[src/rtl/video_timing_gen.sv]
// rtl/video_timing_gen.sv - ce_pix-gated raster timing generator with runtime sync offsets
// Optional raster line interrupt enabled by defining VIDEO_TIMING_LINE_IRQ_EN.
module video_timing_gen #(
  parameter int HW         = 9,
  parameter int VW         = 9,
  parameter int CW         = 12,
  parameter int H_TOTAL    = 396,
  parameter int H_ACT_BEG  = 25,
  parameter int H_ACT_END  = 265,
  parameter int H_ORIGIN   = 24,
  parameter int H_SYNC_BEG = 320,
  parameter int H_SYNC_LEN = 31,
  parameter int V_TOTAL    = 256,
  parameter int V_ACT_END  = 224,
  parameter int V_SYNC_BEG = 226,
  parameter int V_SYNC_LEN = 5,
  parameter int HOFFW      = 5,
  parameter int VOFFW      = 4
) (
  input  logic                    clk_sys,
  input  logic                    reset_n,
  input  logic                    ce_pix,
  input  logic signed [HOFFW-1:0] hoffs,
  input  logic signed [VOFFW-1:0] voffs,
  input  logic [VW-1:0]           irq_line,
  input  logic [CW-1:0]           rgb_in,
  output logic [HW-1:0]           hpos,
  output logic [VW-1:0]           vpos,
  output logic [CW-1:0]           rgb_out,
  output logic                    hblank,
  output logic                    vblank,
  output logic                    hsync,
  output logic                    vsync,
  output logic                    line_start,
  output logic                    frame_start,
  output logic                    line_irq
);
  localparam logic signed [HW+1:0] HSB_NOM = (HW+2)'(H_SYNC_BEG);
  localparam logic signed [HW+1:0] HSB_MAX = (HW+2)'(H_TOTAL - H_SYNC_LEN);
  localparam logic signed [HW+1:0] HS_LEN  = (HW+2)'(H_SYNC_LEN);
  localparam logic signed [VW+1:0] VSB_NOM = (VW+2)'(V_SYNC_BEG);
  localparam logic signed [VW+1:0] VSB_MAX = (VW+2)'(V_TOTAL - V_SYNC_LEN);
  localparam logic signed [VW+1:0] VS_LEN  = (VW+2)'(V_SYNC_LEN);

  logic [HW-1:0]           hcnt;
  logic [VW-1:0]           vcnt;
  logic signed [HOFFW-1:0] hoff_l;
  logic signed [VOFFW-1:0] voff_l;
  logic signed [HW+1:0]    hsb_raw, hsb, hx;
  logic signed [VW+1:0]    vsb_raw, vsb, vx;
  logic                    h_last, v_last, hsync_d, vsync_d;

  assign h_last = (hcnt == HW'(H_TOTAL - 1));
  assign v_last = (vcnt == VW'(V_TOTAL - 1));
  assign hpos   = hcnt - HW'(H_ORIGIN);
  assign vpos   = vcnt;
  assign hx     = $signed({2'b00, hcnt});
  assign vx     = $signed({2'b00, vcnt});

  // Sync start is widened by two bits so a negative offset cannot wrap before clamping.
  always_comb begin
    hsb_raw = HSB_NOM + $signed({{(HW+2-HOFFW){hoff_l[HOFFW-1]}}, hoff_l});
    vsb_raw = VSB_NOM + $signed({{(VW+2-VOFFW){voff_l[VOFFW-1]}}, voff_l});
    hsb = hsb_raw;
    if (hsb_raw[HW+1])          hsb = '0;
    else if (hsb_raw > HSB_MAX) hsb = HSB_MAX;
    vsb = vsb_raw;
    if (vsb_raw[VW+1])          vsb = '0;
    else if (vsb_raw > VSB_MAX) vsb = VSB_MAX;
    hsync_d = (hx >= hsb) && (hx < hsb + HS_LEN);
    vsync_d = (vx >= vsb) && (vx < vsb + VS_LEN);
  end

  always_ff @(posedge clk_sys) begin
    if (!reset_n) begin
      hcnt        <= '0;
      vcnt        <= '0;
      hoff_l      <= '0;
      voff_l      <= '0;
      hblank      <= 1'b0;
      vblank      <= 1'b0;
      hsync       <= 1'b0;
      vsync       <= 1'b0;
      rgb_out     <= '0;
      line_start  <= 1'b0;
      frame_start <= 1'b0;
    end else if (ce_pix) begin
      if (h_last) begin
        hcnt <= '0;
        vcnt <= v_last ? '0 : vcnt + 1'b1;
      end else begin
        hcnt <= hcnt + 1'b1;
      end
      // Offsets only take effect on a frame boundary so a frame never has split sync.
      if (h_last && v_last) begin
        hoff_l <= hoffs;
        voff_l <= voffs;
      end
      hblank      <= (hcnt < HW'(H_ACT_BEG)) || (hcnt >= HW'(H_ACT_END));
      vblank      <= (vcnt >= VW'(V_ACT_END));
      hsync       <= hsync_d;
      vsync       <= vsync_d;
      rgb_out     <= (hblank || vblank) ? '0 : rgb_in;
      line_start  <= h_last;
      frame_start <= h_last && v_last;
    end
  end

`ifdef VIDEO_TIMING_LINE_IRQ_EN
  logic [VW-1:0] vnext;
  assign vnext = v_last ? '0 : vcnt + 1'b1;

  always_ff @(posedge clk_sys) begin
    if (!reset_n)    line_irq <= 1'b0;
    else if (ce_pix) line_irq <= h_last && (vnext == irq_line);
  end
`else
  logic unused_irq_line;
  assign unused_irq_line = ^irq_line;
  assign line_irq = 1'b0;
`endif
endmodule

[config.mk]
export PLATFORM = sky130hd
export DESIGN_NAME = video_timing_gen
export DESIGN_NICKNAME = d
export VERILOG_FILES = /design/src/rtl/video_timing_gen.sv
export SDC_FILE = /design/constraint.sdc
export NUM_CORES = 1
export LEC_CHECK = 0
export ABC_AREA = 1
export BUFFER_PORTS_ARGS = -buffer_cell sky130_fd_sc_hd__buf_2
export CAP_MARGIN = 25
export CORE_ASPECT_RATIO = 1.75
export CORE_MARGIN = 10
export CORE_UTILIZATION = 55
export CTS_BUF_LIST = sky130_fd_sc_hd__clkbuf_8
export DETAILED_ROUTE_END_ITERATION = 7
export GPL_TIMING_DRIVEN = 0
export PLACE_DENSITY_LB_ADDON = 0.15
export SYNTH_ARGS = -nofsm -noshare
export SYNTH_HDL_FRONTEND = slang
export SYNTH_SLANG_ARGS = --single-unit
[constraint.sdc]
create_clock -name clk_sys -period 6.4 [get_ports clk_sys]
set_input_delay 0.64 -clock clk_sys [delete_from_list [all_inputs] [get_ports clk_sys]]
set_output_delay 0.64 -clock clk_sys [all_outputs]
set_load 0.005 [all_outputs]
==> flow_summary.ini <==
[routing]
postRouteAntennaNets = 0
wirelength_um = 7350
wl_per_cell_um = 14.0
first_pass_iters = 5
vias_per_cell = 5.44
first_iter_violations = 129
drc = 0
vias = 2849

[setup_path]
cp-start-kind = register
path_delay_family = adder cells
cp_slowest_stage_delay_ns = 0.39
crit_path_end_kind = register
path_cells = ha_1 > inv_1 > ha_1 > inv_1 > nand3_1 > o21ai_0 > ha_1 > o21ai_0 > xor2_1 > ha_1 > a21oi_1 > nand2_1 > nand2_1 > nand2_1 > a21oi_1 > nand2_1 > a21oi_1
cpMaxStageDelayCell = dfxtp_1
critPathKind = reg2reg
worst-path-buf-inv = 2
crit_arrival_ns = 3.13
worstPathRequired_ns = 6.62
critPathMaxFanout = 5

[global_routing]
grt_pass1_wl_um = 12100
antenna_found_initial = 0
grt_pass1_vias = 2784
grt_max_degree = 15
grt_util_all_layers = 0.173
grt.overflow.total = 0

[sta]
relSlewSlack = 0.615
min_period_ns = 2.90
worstMarginPinSlew_ns = 0.577
rsz0062_at_grt = no
fmaxAchievable_mhz = 345
hold_viol = 0
post-route-period-util = 0.453
finalSetupViolations = 0
clock_skew_ns = 0.0114
slew_violations = 0
setup_tns_ns = 0

[pwr]
p_sw_uw = 137
irDropWorstVdd_v = 0.000172
combPwrFrac = 0.088
pwr-share-clk = 0.391
internal_power_uw = 424
total_power_uw = 561
total_leakage_power_nw = 1.64
power.density_mw_per_mm2 = 163
switching_share = 0.244
pwr-share-seq = 0.521

[floorplanning]
die_y_um = 117
die_x_um = 75.5
rows = 35
dieArea_mm2 = 0.00884
num_io_pins = 70
start_util = 0.564
core_area_mm2 = 0.00526

[yosys]
yosys_warnings = 0
syn_area_mm2 = 0.00297
syn_nets = 474
avgSynthCellArea_um2 = 7.36
yosys_register_bits = 45
ys_seq_area_frac = 0.304
syn-instance-count = 403
ys_types = 37

[cells_and_area]
diodes = 0
nets = 539
drive_above_1_share = 0.196
area_growth_syn_to_layout_pct = 15.9
stdcell_count = 524
fillers = 516

[cts]
cts.path.max_buffers = 2
cts_resized = 0
cts_tree = done
htreeDepth = 2
numCtsBuffers = 5
ctsHoldBuffers = 0
cts.sinks = 45
root_buffer = clkbuf_8
postCtsSetupBuffers = 0
clk_latency_ns = 0.30
clk_pin_slew_worst_paths_ns = 0.09

[hold_path]
hp-class = reg2reg

[job]
maxCapViolCount = 0

[placement]
routabilityCongestion = 0.928
portBuffers = 58
dpl.hpwl_um = 5920
dpl.cell_count = 516

[run_status]
status = finished, final reports clean
[path summary, 6_finish.rpt]
check | depth (start not counted) | slack, ns | from | endpoint
max | 17 | 3.50 | voff_l[1]$_SDFFE_PN0P_ | vsync$_SDFFE_PN0P_
min | 2 | 0.47 | hoff_l[1]$_SDFFE_PN0P_ | hoff_l[1]$_SDFFE_PN0P_
max reg2reg | 17 | 3.50 | voff_l[1]$_SDFFE_PN0P_ | vsync$_SDFFE_PN0P_
min reg2reg | 2 | 0.47 | hoff_l[1]$_SDFFE_PN0P_ | hoff_l[1]$_SDFFE_PN0P_
[area by class of cell]
cell class	count	area, um2	share of cell area
multi-input cells	292	1790	0.521
flip-flops and latches	45	901	0.262
repair buffers	58	290	0.0845
inverters	50	190	0.0554
plain buffers	16	83.8	0.0244
clock buffers	5	68.8	0.0200
well taps	55	68.8	0.0200
clock inverters	3	42.5	0.0124
[Yosys cell counts]
| cell | count | area share |
|---|---|---|
| a31oi_1 | 2 | 0.0042 |
| o21a_1 | 2 | 0.0051 |
| nand2_2 | 2 | 0.0042 |
| buf_4 | 4 | 0.010 |
| nand3_1 | 18 | 0.030 |
| xnor2_1 | 3 | 0.0089 |
| nor2_4 | 3 | 0.011 |
| nor3b_1 | 4 | 0.010 |
| o31ai_1 | 1 | 0.0025 |
| inv_1 | 44 | 0.056 |
| nor3_2 | 4 | 0.014 |
| buf_6 | 1 | 0.0038 |
| a21oi_1 | 48 | 0.081 |
| o21ai_1 | 2 | 0.0034 |
| buf_1 | 2 | 0.0025 |
| nor3_4 | 2 | 0.011 |
| inv_4 | 1 | 0.0021 |
| nand3b_1 | 2 | 0.0051 |
| a311oi_1 | 1 | 0.0030 |
| conb_1 | 1 | 0.0013 |
| nand3_2 | 2 | 0.0068 |
| a211oi_1 | 1 | 0.0025 |
| clkbuf_1 | 8 | 0.010 |
| nand4_1 | 4 | 0.0084 |
| nor3_1 | 6 | 0.010 |
| xor2_1 | 10 | 0.030 |
| o21ai_0 | 29 | 0.049 |
| nand2_1 | 79 | 0.10 |
| inv_2 | 5 | 0.0063 |
| dfxtp_1 | 45 | 0.30 |
| ha_1 | 38 | 0.16 |
| a211o_1 | 1 | 0.0030 |
| o22ai_1 | 1 | 0.0021 |
| nor2_1 | 24 | 0.030 |
| nand2_4 | 1 | 0.0038 |
| a21oi_2 | 1 | 0.0030 |
| buf_2 | 1 | 0.0017 |
[per-stage QoR]
stage | setup WS (ns) | hold slack, ns | area [um2] | utilization
4_1_cts | 3.45 | 0.470 | 3440 | 0.654
3_5_place_dp | 3.52 | 0.457 | 3320 | 0.633
3_3_place_gp | 3.54 | 0.455 | 3320 | 0.633
2_1_floorplan | 3.80 | 0.441 | 2970 | -
6_report | 3.50 | 0.466 | 3440 | 0.654
5_1_grt | 3.12 | 0.505 | 3440 | 0.654
[layer usage]
layer  GRT usage  routed length [um]
met1       0.177                2850
met2       0.327                4060
met3      0.0287                 249
met4      0.0760                 187
met5           0                   0
[sequential cells by signal (all words and copies together), names as in the netlist, 4 cells and up]
name / count
voff_l: 4
hoff_l: 5
vpos: 9
rgb_out: 12
hcnt: 9
[worst min-delay path, stage by stage, from the launching register on]
cell and delay [ns]:
dfxtp_1 0.32, nand2_1 0.06, a21oi_1 0.05
[power by group through the flow]
stage / Combinational (mW) / Sequential, mW / Clock [mW]
6_report: 0.0495 / 0.292 / 0.219
5_1_grt: 0.0564 / 0.293 / 0.232
2_1_floorplan: 0.0270 / 0.298 / 0
3_3_place_gp: 0.0487 / 0.299 / 0
4_1_cts: 0.0502 / 0.292 / 0.223
3_5_place_dp: 0.0499 / 0.299 / 0
[cells by family (layout without fill, tap and decap cells)]
group	after synthesis	after routing	share of synthesized area
fa+ha+maj	38	38	0.160
simple gates	151	151	0.245
buf+inv	66	132	0.0924
other cells	1	1	0.00126
flops	45	45	0.304
compound gates	89	89	0.159
xor+xnor	13	13	0.0384
[layout by cell type (no fill, tap or decap), drive strengths merged, types with 2 or more instances in the layout]
cell type,n
inv,51
dfxtp,45
nor3,12
o21ai,31
xor2,10
a31oi,2
nor2,27
nand4,4
ha,38
buf,66
nor3b,4
nand2,82
nand3b,2
xnor2,3
o21a,2
a21oi,49
clkbuf,13
nand3,20
Note: power is estimated with default switching activity, not from simulation.
